### config.mk
export PLATFORM = sky130hd
export DESIGN_NAME = cpu_memory_flat
export DESIGN_NICKNAME = d
export VERILOG_FILES = /design/src/rtl/cpu_memory_pkg.sv /design/src/rtl/cpu_memory_if.sv /design/src/rtl/cpu_mem_lanes.sv /design/src/rtl/cpu_memory.sv /design/src/flat_wrapper.sv
export SDC_FILE = /design/constraint.sdc
export NUM_CORES = 1
export LEC_CHECK = 0
export ABC_AREA = 1
export CAP_MARGIN = 20
export CORE_MARGIN = 8
export CORE_UTILIZATION = 30
export CTS_BUF_LIST = sky130_fd_sc_hd__clkbuf_8
export DETAILED_ROUTE_END_ITERATION = 6
export DONT_BUFFER_PORTS = 1
export SLEW_MARGIN = 20
export SYNTH_ARGS = -nofsm -noshare
export SYNTH_HDL_FRONTEND = slang
export SYNTH_SLANG_ARGS = --single-unit
### constraint.sdc
create_clock -name clk_i -period 5.93 [get_ports clk_i]
set_input_delay 0.2965 -clock clk_i [delete_from_list [all_inputs] [get_ports clk_i]]
set_output_delay 0.2965 -clock clk_i [all_outputs]
set_load 0.02 [all_outputs]
### src/rtl/cpu_memory_pkg.sv
// Shared definitions for the mox125 memory stage: pipeline control bit positions,
// access size encodings and memory-stage state encodings.
package cpu_memory_pkg;

    localparam int unsigned PCB_WIDTH = 4;
    localparam int unsigned PCB_WA    = 0;
    localparam int unsigned PCB_WB    = 1;
    localparam int unsigned PCB_RM    = 2;
    localparam int unsigned PCB_WM    = 3;

    localparam logic [1:0] MEM_SIZE_B = 2'b00;
    localparam logic [1:0] MEM_SIZE_S = 2'b01;
    localparam logic [1:0] MEM_SIZE_L = 2'b10;

    localparam logic STATE_MEM_IDLE = 1'b0;
    localparam logic STATE_MEM_WAIT = 1'b1;

    typedef enum logic {
        StMemIdle = STATE_MEM_IDLE,
        StMemWait = STATE_MEM_WAIT
    } mem_state_e;

    function automatic logic is_mem_op(logic [PCB_WIDTH-1:0] pcb);
        return pcb[PCB_RM] | pcb[PCB_WM];
    endfunction

endpackage

### src/rtl/cpu_memory_if.sv
// Wishbone data-bus bundle between the memory stage (master) and the data memory (slave).
interface cpu_memory_if #(
    parameter int unsigned ADDR_WIDTH = 32,
    parameter int unsigned DATA_WIDTH = 32
);
    logic [ADDR_WIDTH-1:0] dwb_adr_o;
    logic [DATA_WIDTH-1:0] dwb_dat_o;
    logic [DATA_WIDTH-1:0] dwb_dat_i;
    logic [3:0]            dwb_sel_o;
    logic                  dwb_we_o;
    logic                  dwb_cyc_o;
    logic                  dwb_stb_o;
    logic                  dwb_ack_i;

    modport master (
        output dwb_adr_o, dwb_dat_o, dwb_sel_o, dwb_we_o, dwb_cyc_o, dwb_stb_o,
        input  dwb_dat_i, dwb_ack_i
    );

    modport slave (
        input  dwb_adr_o, dwb_dat_o, dwb_sel_o, dwb_we_o, dwb_cyc_o, dwb_stb_o,
        output dwb_dat_i, dwb_ack_i
    );
endinterface

### src/rtl/cpu_mem_lanes.sv
// Big-endian byte-lane steering: store replication, lane selects and
// right-justified, zero-extended load extraction.
module cpu_mem_lanes
    import cpu_memory_pkg::*;
(
    input  logic [1:0]  size,
    input  logic [1:0]  a_lo,
    input  logic [31:0] store_data,
    input  logic [31:0] bus_rdata,
    output logic [3:0]  sel,
    output logic [31:0] bus_wdata,
    output logic [31:0] load_data
);

    always_comb begin
        sel       = 4'b1111;
        bus_wdata = store_data;
        load_data = bus_rdata;
        case (size)
            MEM_SIZE_B: begin
                sel       = 4'b1000 >> a_lo;
                bus_wdata = {4{store_data[7:0]}};
                // Lane 3 (dat[31:24]) holds the lowest byte address.
                case (a_lo)
                    2'd0:    load_data = {24'd0, bus_rdata[31:24]};
                    2'd1:    load_data = {24'd0, bus_rdata[23:16]};
                    2'd2:    load_data = {24'd0, bus_rdata[15:8]};
                    default: load_data = {24'd0, bus_rdata[7:0]};
                endcase
            end
            MEM_SIZE_S: begin
                sel       = a_lo[1] ? 4'b0011 : 4'b1100;
                bus_wdata = {2{store_data[15:0]}};
                load_data = a_lo[1] ? {16'd0, bus_rdata[15:0]} : {16'd0, bus_rdata[31:16]};
            end
            default: begin
                sel       = 4'b1111;
                bus_wdata = store_data;
                load_data = bus_rdata;
            end
        endcase
    end

endmodule

### src/rtl/cpu_memory.sv
// mox125 memory stage: runs load/store cycles on the Wishbone data bus, stalls upstream
// while a cycle is outstanding, and registers results toward the register-file write ports.
module cpu_memory
    import cpu_memory_pkg::*;
#(
    parameter int unsigned ADDR_WIDTH = 32,
    parameter int unsigned DATA_WIDTH = 32
) (
    input  logic                 clk_i,
    input  logic                 rst_i,
    input  logic [PCB_WIDTH-1:0] pipeline_control_bits_i,
    input  logic [3:0]           register0_write_index_i,
    input  logic [3:0]           register1_write_index_i,
    input  logic [31:0]          reg0_result_i,
    input  logic [31:0]          reg1_result_i,
    input  logic [31:0]          memory_address_i,
    input  logic [31:0]          mem_result_i,
    input  logic [1:0]           mem_size_i,
    output logic                 stall_o,
    cpu_memory_if.master         dwb,
    output logic                 register_wea_o,
    output logic                 register_web_o,
    output logic [3:0]           register0_write_index_o,
    output logic [3:0]           register1_write_index_o,
    output logic [31:0]          reg0_result_o,
    output logic [31:0]          reg1_result_o
);

    mem_state_e state_q, state_d;

    logic       wa_q, wa_d, wb_q, wb_d, rd_q, rd_d;
    logic [1:0] size_q, size_d, a_lo_q, a_lo_d;

    logic                  cyc_q, cyc_d, stb_q, stb_d, we_q, we_d;
    logic [ADDR_WIDTH-1:0] adr_q, adr_d;
    logic [3:0]            sel_q, sel_d;
    logic [DATA_WIDTH-1:0] dat_q, dat_d;

    logic        wea_q, wea_d, web_q, web_d;
    logic [3:0]  idx0_q, idx0_d, idx1_q, idx1_d;
    logic [31:0] res0_q, res0_d, res1_q, res1_d;

    logic        mem_op;
    logic        is_write;
    logic [1:0]  lane_size;
    logic [1:0]  lane_a_lo;
    logic [3:0]  lane_sel;
    logic [31:0] lane_wdata;
    logic [31:0] lane_load;

    assign mem_op   = is_mem_op(pipeline_control_bits_i);
    // RM together with WM is illegal and resolves to a read.
    assign is_write = pipeline_control_bits_i[PCB_WM] & ~pipeline_control_bits_i[PCB_RM];

    // Idle steers the store path from live inputs; wait steers load extraction from the latch.
    assign lane_size = (state_q == StMemIdle) ? mem_size_i : size_q;
    assign lane_a_lo = (state_q == StMemIdle) ? memory_address_i[1:0] : a_lo_q;

    cpu_mem_lanes u_lanes (
        .size       (lane_size),
        .a_lo       (lane_a_lo),
        .store_data (mem_result_i),
        .bus_rdata  (dwb.dwb_dat_i),
        .sel        (lane_sel),
        .bus_wdata  (lane_wdata),
        .load_data  (lane_load)
    );

    always_comb begin
        state_d = state_q;
        wa_d    = wa_q;
        wb_d    = wb_q;
        rd_d    = rd_q;
        size_d  = size_q;
        a_lo_d  = a_lo_q;
        cyc_d   = cyc_q;
        stb_d   = stb_q;
        we_d    = we_q;
        adr_d   = adr_q;
        sel_d   = sel_q;
        dat_d   = dat_q;
        wea_d   = 1'b0;
        web_d   = 1'b0;
        idx0_d  = idx0_q;
        idx1_d  = idx1_q;
        res0_d  = res0_q;
        res1_d  = res1_q;
        stall_o = 1'b0;

        case (state_q)
            StMemIdle: begin
                idx0_d = register0_write_index_i;
                idx1_d = register1_write_index_i;
                res0_d = reg0_result_i;
                res1_d = reg1_result_i;
                if (mem_op) begin
                    stall_o = 1'b1;
                    wa_d    = pipeline_control_bits_i[PCB_WA];
                    wb_d    = pipeline_control_bits_i[PCB_WB];
                    rd_d    = pipeline_control_bits_i[PCB_RM];
                    size_d  = mem_size_i;
                    a_lo_d  = memory_address_i[1:0];
                    cyc_d   = 1'b1;
                    stb_d   = 1'b1;
                    we_d    = is_write;
                    adr_d   = {memory_address_i[ADDR_WIDTH-1:2], 2'b00};
                    sel_d   = lane_sel;
                    dat_d   = lane_wdata;
                    state_d = StMemWait;
                end else begin
                    wea_d = pipeline_control_bits_i[PCB_WA];
                    web_d = pipeline_control_bits_i[PCB_WB];
                end
            end
            StMemWait: begin
                if (!dwb.dwb_ack_i) begin
                    stall_o = 1'b1;
                end else begin
                    cyc_d   = 1'b0;
                    stb_d   = 1'b0;
                    we_d    = 1'b0;
                    wea_d   = wa_q;
                    web_d   = wb_q;
                    // Port B keeps the latched value so POP can update its pointer.
                    if (rd_q) begin
                        res0_d = lane_load;
                    end
                    state_d = StMemIdle;
                end
            end
            default: state_d = StMemIdle;
        endcase
    end

    always_ff @(posedge clk_i or posedge rst_i) begin
        if (rst_i) begin
            state_q <= StMemIdle;
            wa_q    <= 1'b0;
            wb_q    <= 1'b0;
            rd_q    <= 1'b0;
            size_q  <= 2'b00;
            a_lo_q  <= 2'b00;
            cyc_q   <= 1'b0;
            stb_q   <= 1'b0;
            we_q    <= 1'b0;
            adr_q   <= '0;
            sel_q   <= 4'b0000;
            dat_q   <= '0;
            wea_q   <= 1'b0;
            web_q   <= 1'b0;
            idx0_q  <= 4'd0;
            idx1_q  <= 4'd0;
            res0_q  <= 32'd0;
            res1_q  <= 32'd0;
        end else begin
            state_q <= state_d;
            wa_q    <= wa_d;
            wb_q    <= wb_d;
            rd_q    <= rd_d;
            size_q  <= size_d;
            a_lo_q  <= a_lo_d;
            cyc_q   <= cyc_d;
            stb_q   <= stb_d;
            we_q    <= we_d;
            adr_q   <= adr_d;
            sel_q   <= sel_d;
            dat_q   <= dat_d;
            wea_q   <= wea_d;
            web_q   <= web_d;
            idx0_q  <= idx0_d;
            idx1_q  <= idx1_d;
            res0_q  <= res0_d;
            res1_q  <= res1_d;
        end
    end

    assign dwb.dwb_adr_o = adr_q;
    assign dwb.dwb_dat_o = dat_q;
    assign dwb.dwb_sel_o = sel_q;
    assign dwb.dwb_we_o  = we_q;
    assign dwb.dwb_cyc_o = cyc_q;
    assign dwb.dwb_stb_o = stb_q;

    assign register_wea_o          = wea_q;
    assign register_web_o          = web_q;
    assign register0_write_index_o = idx0_q;
    assign register1_write_index_o = idx1_q;
    assign reg0_result_o           = res0_q;
    assign reg1_result_o           = res1_q;

endmodule

### src/flat_wrapper.sv
// flat-port wrapper written by rule: the top's interface ports become plain ports
module cpu_memory_flat import cpu_memory_pkg::*;
#(
    parameter int unsigned ADDR_WIDTH = 32,
    parameter int unsigned DATA_WIDTH = 32
)
  (clk_i, rst_i, pipeline_control_bits_i, register0_write_index_i, register1_write_index_i, reg0_result_i, reg1_result_i, memory_address_i, mem_result_i, mem_size_i, stall_o, register_wea_o, register_web_o, register0_write_index_o, register1_write_index_o, reg0_result_o, reg1_result_o, dwb_dwb_adr_o, dwb_dwb_dat_o, dwb_dwb_sel_o, dwb_dwb_we_o, dwb_dwb_cyc_o, dwb_dwb_stb_o, dwb_dwb_dat_i, dwb_dwb_ack_i);
  cpu_memory_if #(.ADDR_WIDTH(ADDR_WIDTH), .DATA_WIDTH(DATA_WIDTH)) dwb_i ();
  input  logic clk_i;
  input  logic rst_i;
  input  logic [PCB_WIDTH-1:0] pipeline_control_bits_i;
  input  logic [3:0] register0_write_index_i;
  input  logic [3:0] register1_write_index_i;
  input  logic [31:0] reg0_result_i;
  input  logic [31:0] reg1_result_i;
  input  logic [31:0] memory_address_i;
  input  logic [31:0] mem_result_i;
  input  logic [1:0] mem_size_i;
  output logic stall_o;
  output logic register_wea_o;
  output logic register_web_o;
  output logic [3:0] register0_write_index_o;
  output logic [3:0] register1_write_index_o;
  output logic [31:0] reg0_result_o;
  output logic [31:0] reg1_result_o;
  output wire logic [$bits(dwb_i.dwb_adr_o)-1:0] dwb_dwb_adr_o;
  output wire logic [$bits(dwb_i.dwb_dat_o)-1:0] dwb_dwb_dat_o;
  output wire logic [$bits(dwb_i.dwb_sel_o)-1:0] dwb_dwb_sel_o;
  output wire logic [$bits(dwb_i.dwb_we_o)-1:0] dwb_dwb_we_o;
  output wire logic [$bits(dwb_i.dwb_cyc_o)-1:0] dwb_dwb_cyc_o;
  output wire logic [$bits(dwb_i.dwb_stb_o)-1:0] dwb_dwb_stb_o;
  input wire logic [$bits(dwb_i.dwb_dat_i)-1:0] dwb_dwb_dat_i;
  input wire logic [$bits(dwb_i.dwb_ack_i)-1:0] dwb_dwb_ack_i;
  assign dwb_dwb_adr_o = dwb_i.dwb_adr_o;
  assign dwb_dwb_dat_o = dwb_i.dwb_dat_o;
  assign dwb_dwb_sel_o = dwb_i.dwb_sel_o;
  assign dwb_dwb_we_o = dwb_i.dwb_we_o;
  assign dwb_dwb_cyc_o = dwb_i.dwb_cyc_o;
  assign dwb_dwb_stb_o = dwb_i.dwb_stb_o;
  assign dwb_i.dwb_dat_i = dwb_dwb_dat_i;
  assign dwb_i.dwb_ack_i = dwb_dwb_ack_i;
  cpu_memory #(.ADDR_WIDTH(ADDR_WIDTH), .DATA_WIDTH(DATA_WIDTH)) u_core (.clk_i(clk_i), .rst_i(rst_i), .pipeline_control_bits_i(pipeline_control_bits_i), .register0_write_index_i(register0_write_index_i), .register1_write_index_i(register1_write_index_i), .reg0_result_i(reg0_result_i), .reg1_result_i(reg1_result_i), .memory_address_i(memory_address_i), .mem_result_i(mem_result_i), .mem_size_i(mem_size_i), .stall_o(stall_o), .dwb(dwb_i), .register_wea_o(register_wea_o), .register_web_o(register_web_o), .register0_write_index_o(register0_write_index_o), .register1_write_index_o(register1_write_index_o), .reg0_result_o(reg0_result_o), .reg1_result_o(reg1_result_o));
endmodule
==> results of run 1 <==
[power by group through the flow]
stage	Sequential, mW	Clock, mW	Combinational, mW
3_3_place_gp	2.29	0	0.917
2_1_floorplan	2.08	0	0.809
4_1_cts	2.28	0.977	1.03
3_5_place_dp	2.29	0	0.943
5_1_grt	2.33	1.02	1.19
6_report	2.26	0.948	1.02
[what timing repair did]
| action | 4_1_cts | 5_1_grt |
|---|---|---|
| hold buffers | 110 | 0 |
| setup endpoints to repair | 0 | 0 |
| endpoints found under the hold margin | 182 | 0 |
[cell usage in the layout (no fill, tap or decap), drive strengths merged]
master and count:
clkinv 4, o21ai 51, clkbuf 18, a21oi 19
dlygate4sd3 110, or2 2, nor2 56, inv 44
nand2 499, a21boi 1, bufinv 5, clkinvlp 1
nand3 42, dfrtp 150, conb 2, buf 5
o211ai 8
[critical path: cells and delay by family (launching register included)]
kind,cells,cell delay (ns)
compound gates,1,0.08
buf+inv,4,1.89
simple gates,2,0.66
flops,1,0.97
[area by class of cell]
type / instances / area (sq um)
Clock buffer: 18 / 248
Clock inverter: 12 / 215
Fill cell: 2281 / 14000
Inverter: 42 / 163
Multi-Input combinational cell: 680 / 2780
Sequential cell: 150 / 3750
Tap cell: 285 / 357
Timing Repair Buffer: 115 / 1140
[flip-flops by register name (all words and copies together), names as in the netlist]
name / flops
u_core.register_web_o: 1
u_core.wa_q: 1
u_core.wb_q: 1
u_core.register1_write_index_o: 4
u_core.dwb.dwb_dat_o: 32
u_core.register_wea_o: 1
u_core.dwb.dwb_stb_o: 1
u_core.state_q: 1
u_core.reg1_result_o: 32
u_core.size_q: 2
u_core.register0_write_index_o: 4
u_core.rd_q: 1
u_core.dwb.dwb_sel_o: 4
u_core.reg0_result_o: 32
u_core.dwb.dwb_adr_o: 30
u_core.dwb.dwb_we_o: 1
u_core.a_lo_q: 2
[path summary, 6_finish.rpt]
check | start | to | slack (ns)
max in group asynchronous | rst_i | u_core.reg0_result_o[6] | 4.01
setup / recovery | u_core.state_q | u_core.reg0_result_o[26] | 2.25
hold reg to reg | u_core.wa_q | u_core.wa_q | 0.50
hold / removal | reg0_result_i[2] | u_core.reg0_result_o[2] | 0.04
min in group asynchronous | rst_i | u_core.dwb.dwb_adr_o[13] | 0.46
setup reg to reg | u_core.state_q | u_core.reg0_result_o[26] | 2.25
[metrics by stage]
step | cells | util [%] | hold WS, ns | cell area [sq um] | setup WS (ns)
final | 1302 | 38.2 | 0.0372 | 8650 | 2.25
after global routing | 1302 | 38.2 | 0.00820 | 8650 | 1.90
after CTS | 1302 | 38.2 | 0.00173 | 8650 | 2.18
after detailed placement | 1162 | 31.3 | 0.334 | 7090 | 2.63
after global placement | 1162 | 31.3 | 0.331 | 7090 | 2.64
after floorplan | 919 | - | 0.406 | 6920 | 1.60
[cells by family (layout without fill, tap and decap cells)]
kind of cell | after synthesis | count (layout) | synth area share [%]
other | 1 | 2 | 0.0542
and+or+nand+nor | 599 | 599 | 34.0
buffers and inverters | 89 | 187 | 5.61
AOI/OAI and AO/OA | 79 | 79 | 6.05
DFF | 150 | 150 | 54.3
[layer usage]
layer,up-vias,part of all wire [%],GRT usage (%)
li1,2992,-,-
met4,8,2.9,6.91
met2,292,49,27.9
met1,2907,38,19.4
met3,53,10,7.48
met5,-,0.17,0
==> metrics.txt, run 1 <==
cts bufs inserted 17; vias in the first global route 6338; Final Cycle Share 62.0%; Max H-tree Level 4; Synth Flop Type dfrtp_1; VDD IR max 0.179 mV; worst skew pair latency 0.45 ns; CP max-delay cell dfrtp_2; die width 168 um; PD cells 489 nW/um^2; synth top area cells dfrtp_1 (54%), nand2_1 (27%), o21ai_0 (3.7%); final WL 24700 um; DRT Pass-1 Iters 5; gr usage total 17.1%; routed len/inst 19.0 um; CTS Buffer Depth 2; row cnt 55; post-cts resize count 0; critical-path cell list inv_2, buf_4, nor2_2, buf_4, nand2_1, o211ai_1, dlygate4sd3_1; Chip Height 168 um; max-cap violation count 0; final hold viol count 0; synth-to-layout area growth 25.2%; largest net degree at the start of global routing 81; Clock transition at path regs 0.10 ns; io pins 323; Synth top cells by count nand2_1 (495), dfrtp_1 (150), nor2_1 (52); Combinational Power Share 24.1%; ratio of cells with drive above 1 in the final layout 5.01%; min Tclk post-route 3.68 ns; static leakage 4.41 nW; Avg Vias per Cell 4.80; Root Buffer Master clkbuf_8; register bit total from synthesis 150; total design power 4.23 mW; Die ar. 28200 sq um; Hold Crit Depth 4; I/O Buffers 0; Clock Power Share 22.4%; # nets final 1183; Congestion Overflow GR 0; Post-synth EDFFs 0; startpoint class of the critical path flop; Seq pwr share 53.5%; Crit path required time 6.32 ns; post-synthesis cell area 6910 sq um; CP Max Fanout 49; Fmax 272 MHz; Worst R2R Path Depth 7; antenna violations before repair 4; Setup Skew 0.0168 ns; slowest stage delay, CP 0.97 ns; max_slew headroom 36.2%; HP Class input port to flop; Power Internal 2.29 mW; Avg Cell Area, Syn 7.53 sq um; GP Congestion 0.813; initial core utilization 30.5%; WS Path Type flop to flop; Arr. time, crit path 4.06 ns; CP Capture Type flop; RSZ-0062 raised after global routing false; Switching Power 1.95 mW; outcome finished clean; post-synthesis cell count 918; ANT nets after route 0; hpwl dp 17200 um; Setup TNS 0 ns; drc violations 0; Final setup viols 0; TritonCTS clock tree built; Yosys cell types 24; DR vias 6252; global-route wire length before repair 37500 um; switching portion of total power 46.0%; Starting DRT DRC Count 613; most frequent CP cell buf_4; register area share after synthesis 54.3%; Floorplan Core Area 22600 sq um; leading area contributor after synthesis dfrtp_1; Async SR Flop Fraction 100%; max-slew violation count 0; Inserted Diodes 0; Yosys top cell area share 54.3%; Sinks on Clock Net 150; yosys warns 0; Post-CTS Repair Setup Buffers 0; most common cell in the netlist nand2_1; Tightest Pin Transition 0.957 ns
(Power assumes the default switching activity.)
==> inputs of run 2 (changes only) <==
==> constraint.sdc (replaced) <==
create_clock -name clk_i -period 3.19 [get_ports clk_i]
set_input_delay 0.1595 -clock clk_i [delete_from_list [all_inputs] [get_ports clk_i]]
set_output_delay 0.1595 -clock clk_i [all_outputs]
set_load 0.02 [all_outputs]
==> metrics.txt, run 2 (same netlist as run 1, synthesis figures left out) <==
outcome finished clean (unchanged); max_slew headroom 41.5% (was 36.2%); Clock transition at path regs 0.09 ns (was 0.10 ns); largest net degree at the start of global routing 88 (was 81); DR vias 6497 (was 6252); DRT Pass-1 Iters 5 (unchanged); final WL 25000 um (was 24700 um); max layer used met5 (unchanged); VDD IR max 0.377 mV (was 0.179 mV); Starting DRT DRC Count 529 (was 613); CP Capture Type flop (unchanged); Crit path required time 3.58 ns (was 6.32 ns); Setup WS post-layout 0.595 ns (was 2.25 ns); ANT nets after route 0 (unchanged); critical-path cell list inv_1, nand2_1, nand2_1, nand2_1, nand3_1, nand2_1, nand2_1, dlygate4sd3_1, nand2_1 (was inv_2, buf_4, nor2_2, buf_4, nand2_1, o211ai_1, dlygate4sd3_1); # nets final 1256 (was 1183); post-cts resize count 0 (unchanged); hpwl dp 17200 um (about the same); initial core utilization 30.5% (unchanged); Routed met2 length 12200 um (was 12100 um); Arr. time, crit path 2.98 ns (was 4.06 ns); max-slew violation count 0 (unchanged); row cnt 55 (unchanged); Floorplan Core Area 22600 sq um (unchanged); I/O Buffers 0 (unchanged); most frequent CP cell nand2_1 (was buf_4); Root Buffer Master clkbuf_8 (unchanged); CP max-delay cell dfrtp_1 (was dfrtp_2); post-layout util 41.3% (was 38.2%); Final Cycle Share 81.3% (was 62.0%); RSZ-0062 raised after global routing false (unchanged); routed len/inst 18.1 um (was 19.0 um); HP Class input port to flop (unchanged); Setup TNS 0 ns (unchanged); worst skew pair latency 0.45 ns (about the same); CTS Buffer Depth 2 (unchanged); total design power 7.92 mW (was 4.23 mW); synth-to-layout area growth 35.1% (was 25.2%); number of cells on the critical path 9 (was 7); slowest stage delay, CP 0.85 ns (was 0.97 ns); Filler cells 2176 (was 2281); WL met3 2340 um (was 2570 um); Sinks on Clock Net 150 (unchanged); Final setup viols 0 (unchanged); io pins 323 (unchanged); static leakage 4.70 nW (was 4.41 nW); Congestion Overflow GR 0 (unchanged); ratio of cells with drive above 1 in the final layout 5.13% (was 5.01%); Setup Skew 0.0135 ns (was 0.0168 ns); Chip Height 168 um (unchanged); final hold viol count 0 (unchanged); cts bufs inserted 17 (unchanged); drc violations 0 (unchanged); Avg Vias per Cell 4.71 (was 4.80); Hold WS 0.103 ns (was 0.0372 ns); Max H-tree Level 4 (unchanged); vias in the first global route 6827 (was 6338); TritonCTS clock tree built (unchanged); Post-Place Setup Slack 0.988 ns (was 2.63 ns); max-cap violation count 0 (unchanged); most common cell after layout, fill and taps aside nand2_1 (unchanged); met1 wire length 9550 um (was 9340 um); WS Path Type flop to flop (unchanged); PD cells 848 nW/um^2 (was 489 nW/um^2); CP Max Fanout 27 (was 49); GP Congestion 0.811 (was 0.813); commonest non-fill, non-tap cells in the layout nand2_1 (494), dlygate4sd3_1 (179), dfrtp_1 (149) (was nand2_1 (494), dfrtp_1 (149), dlygate4sd3_1 (110)); min Tclk post-route 2.59 ns (was 3.68 ns); Die ar. 28200 sq um (unchanged); cell family with most CP delay flip-flops (was buffers and inverters); startpoint class of the critical path flop (unchanged); die width 168 um (unchanged); Tightest Pin Transition 0.868 ns (was 0.957 ns); Post-CTS Repair Setup Buffers 0 (unchanged); gr usage total 17.3% (was 17.1%); Worst Path Buf+Inv 2 (was 4); global-route wire length before repair 38800 um (was 37500 um); Worst R2R Path Depth 9 (was 7); Fmax 385 MHz (was 272 MHz); antenna violations before repair 3 (was 4); Hold Crit Depth 5 (was 4)
-- run 2: cell count changes in the layout (fill, tap and decap cells not counted) --
cell / delta
buf_4: +3
clkinvlp_4: +2
clkinv_4: +3
clkinv_8: +1
dlygate4sd3_1: +69
buf_12: +1
diode_2: +2
inv_1: +1
bufinv_16: -3
inv_8: -1
inv_6: -1
-- run 2: worst paths after layout --
path,from,end,slack [ns]
min in group asynchronous,rst_i,u_core.dwb.dwb_we_o,0.29
max in group asynchronous,rst_i,u_core.dwb.dwb_dat_o[26],2.11
min reg2reg,u_core.wa_q,u_core.wa_q,0.49
max,u_core.a_lo_q[1],u_core.reg0_result_o[8],0.60
max reg2reg,u_core.a_lo_q[1],u_core.reg0_result_o[8],0.60
min,memory_address_i[0],u_core.dwb.dwb_sel_o[1],0.10
-- run 2: worst min-delay path: stages --
cell and delay, ns:
o21ai_0 0.10, nand2_1 0.08, nand2_1 0.05, nand3_1 0.07, nand2_1 0.05
-- run 2: what timing repair did --
action | CTS | global route
hold endpoints to repair | 297 | 0
hold buffers | 179 | 0
setup endpoints to repair | 0 | 0
-- run 2: report_power, final --
group / leakage, nW / internal [mW] / switching (mW)
combinational: 2.67 / 0.887 / 1.31
sequential: 1.82 / 2.60 / 1.56
clock: 0.206 / 0.737 / 0.811
-- run 2: layout make-up --
class | count | area [sq um] | share of cell area, %
Tap cell | 285 | 357 | 3.82
Clock inverter | 14 | 168 | 1.79
Multi-Input combinational cell | 680 | 2780 | 29.7
Clock buffer | 18 | 248 | 2.65
Timing Repair Buffer | 188 | 1870 | 20.0
Sequential cell | 150 | 3750 | 40.2
Inverter | 42 | 161 | 1.73
Antenna cell | 2 | 5.00 | 0.0536
-- run 2: routing by layer --
layer | GRT usage (%) | vias to the layer above
met2 | 28.7 | 278
met1 | 19.7 | 3030
met5 | 0 | -
li1 | - | 3140
met4 | 7.84 | 2
met3 | 6.38 | 47
-- run 2: stage by stage --
stage / cell area, sq um / cells
after CTS: 9340 / 1377
final: 9340 / 1379
after global routing: 9340 / 1379
after detailed placement: 7130 / 1166
after global placement: 7130 / 1166
after floorplan: 6920 / 919
==> inputs of run 3 (changes only) <==
==> constraint.sdc (replaced) <==
create_clock -name clk_i -period 2.6 [get_ports clk_i]
set_input_delay 0.13 -clock clk_i [delete_from_list [all_inputs] [get_ports clk_i]]
set_output_delay 0.13 -clock clk_i [all_outputs]
set_load 0.02 [all_outputs]
==> metrics.txt, run 3 (same netlist as run 1, synthesis figures left out) <==
Max H-tree Level 4 (unchanged); Die ar. 28200 sq um (unchanged); ratio of cells with drive above 1 in the final layout 5.31% (was 5.13%); Filler cells 2195 (was 2176); most common cell after layout, fill and taps aside nand2_1 (unchanged); max_slew headroom 51.4% (was 41.5%); VDD IR max 0.317 mV (was 0.377 mV); drc violations 0 (unchanged); vias in the first global route 6725 (was 6827); initial core utilization 30.5% (unchanged); Setup WS post-layout 0.177 ns (was 0.595 ns); Worst Path Buf+Inv 2 (unchanged); cell family with most CP delay simple AND/OR/NAND/NOR gates (was flip-flops); final hold viol count 0 (unchanged); GP Congestion 0.828 (was 0.811); Finished Layout Cells 1378 (was 1379); Setup Skew 0.0204 ns (was 0.0135 ns); most frequent CP cell nand2_1 (unchanged); Congestion Overflow GR 0 (unchanged); Starting DRT DRC Count 611 (was 529); hpwl dp 17300 um (was 17200 um); ANT nets after route 0 (unchanged); cts bufs inserted 17 (unchanged); Tightest Pin Transition 0.729 ns (was 0.868 ns); WS Path Type flop to flop (unchanged); Final Cycle Share 93.2% (was 81.3%); Post-Place Setup Slack 0.489 ns (was 0.988 ns); PD cells 1030 nW/um^2 (was 848 nW/um^2); HP Class input port to flop (unchanged); min Tclk post-route 2.42 ns (was 2.59 ns); slowest stage delay, CP 0.56 ns (was 0.85 ns); largest net degree at the start of global routing 76 (was 88); critical-path cell list buf_6, nand2_1, nand2_4, nor2_8, nand3_1, nand2_1, nand2_1, dlygate4sd3_1, nand2_1 (was inv_1, nand2_1, nand2_1, nand2_1, nand3_1, nand2_1, nand2_1, dlygate4sd3_1, nand2_1); outcome finished clean (unchanged); gr usage total 17.8% (was 17.3%); RSZ-0062 raised after global routing false (unchanged); global-route wire length before repair 39500 um (was 38800 um); worst skew pair latency 0.45 ns (about the same); Post-CTS Repair Setup Buffers 0 (unchanged); Floorplan Core Area 22600 sq um (unchanged); DR vias 6629 (was 6497); I/O Buffers 0 (unchanged); startpoint class of the critical path flop (unchanged); max-slew violation count 0 (unchanged); CTS Buffer Depth 2 (unchanged); Clock transition at path regs 0.08 ns (was 0.09 ns); Fmax 413 MHz (was 385 MHz); CP Capture Type flop (unchanged); Chip Height 168 um (unchanged); Setup TNS 0 ns (unchanged); static leakage 4.68 nW (was 4.70 nW); Root Buffer Master clkbuf_8 (unchanged); CP max-delay cell dlygate4sd3_1 (was dfrtp_1); Sinks on Clock Net 150 (unchanged); row cnt 55 (unchanged); synth-to-layout area growth 34.7% (was 35.1%); # nets final 1256 (unchanged); CP Max Fanout 48 (was 27); die width 168 um (unchanged); routed len/inst 18.4 um (was 18.1 um); max-cap violation count 0 (unchanged); Crit path required time 2.98 ns (was 3.58 ns); antenna violations before repair 2 (was 3); Final setup viols 0 (unchanged); Arr. time, crit path 2.80 ns (was 2.98 ns); final WL 25400 um (was 25000 um); Avg Vias per Cell 4.81 (was 4.71); DRT Pass-1 Iters 5 (unchanged); io pins 323 (unchanged); TritonCTS clock tree built (unchanged); commonest non-fill, non-tap cells in the layout nand2_1 (494), dlygate4sd3_1 (177), dfrtp_1 (149) (was nand2_1 (494), dlygate4sd3_1 (179), dfrtp_1 (149)); # placed instances 1168 (was 1166)
-- run 3: cell count changes in the layout (fill, tap and decap cells not counted), moves of 2 or more --
cell           before  now
buf_12              1    3
bufinv_16           2    0
clkinvlp_4          3    5
dlygate4sd3_1     179  177
inv_6               3    5
-- run 3: metrics by stage --
stage | util, % | cell area, sq um | power, mW | hold WS, ns
6_report | 41.1 | 9310 | 9.57 | 0.0587
5_1_grt | 41.1 | 9310 | 10.3 | 0.0859
4_1_cts | 41.1 | 9310 | 9.62 | 0.0307
3_5_place_dp | 31.7 | 7170 | 7.40 | 0.0859
3_3_place_gp | 31.7 | 7170 | 7.36 | 0.0843
2_1_floorplan | - | 6920 | 6.59 | 0.240
-- run 3: layout make-up --
type,count,area [sq um],share of cell area (%)
sequential,150,3750,40.3
multi-input combinational,680,2780,29.8
timing repair buffer,188,1900,20.4
tap,285,357,3.83
clock buffer,18,248,2.66
inverter,42,164,1.76
clock inverter,14,115,1.24
antenna,1,2.50,0.0269
-- run 3: worst paths after layout --
path / startpoint / endpoint / slack [ns] / depth (start not counted)
max: u_core.state_q / u_core.reg0_result_o[9] / 0.18 / 9
min: pipeline_control_bits_i[2] / u_core.register_wea_o / 0.06 / 3
max reg2reg: u_core.state_q / u_core.reg0_result_o[9] / 0.18 / 9
min reg2reg: u_core.wa_q / u_core.wa_q / 0.50 / 2
max in group asynchronous: rst_i / u_core.dwb.dwb_dat_o[18] / 1.62 / 3
min in group asynchronous: rst_i / u_core.reg0_result_o[0] / 0.22 / 2
-- run 3: what timing repair did --
item                                    CTS  global route
hold endpoints to repair                166             0
gates resized for setup                   0             3
endpoints found under the setup margin    0            20
hold buffers                            177             0
-- run 3: routing by layer --
metal  vias up  track usage, %  part of all wire, %
li1       3144               -                    -
met1      3128            20.9                   39
met2       301            29.3                   49
met3        54            5.94                  9.2
met4         2            7.65                  3.3
met5         -               0                0.051
-- run 3: worst register-to-register path: stages, from the launching register on --
cell           delay [ns]
dfrtp_2              0.43
buf_6                0.22
nand2_1              0.17
nand2_4              0.27
nor2_8               0.35
nand3_1              0.14
nand2_1              0.10
nand2_1              0.06
dlygate4sd3_1        0.56
nand2_1              0.07
-- run 3: report_power, final --
| part | switching, mW | internal (mW) |
|---|---|---|
| clock network | 0.990 | 0.707 |
| logic | 1.67 | 1.11 |
| registers | 1.90 | 3.20 |
| total | 4.55 | 5.02 |
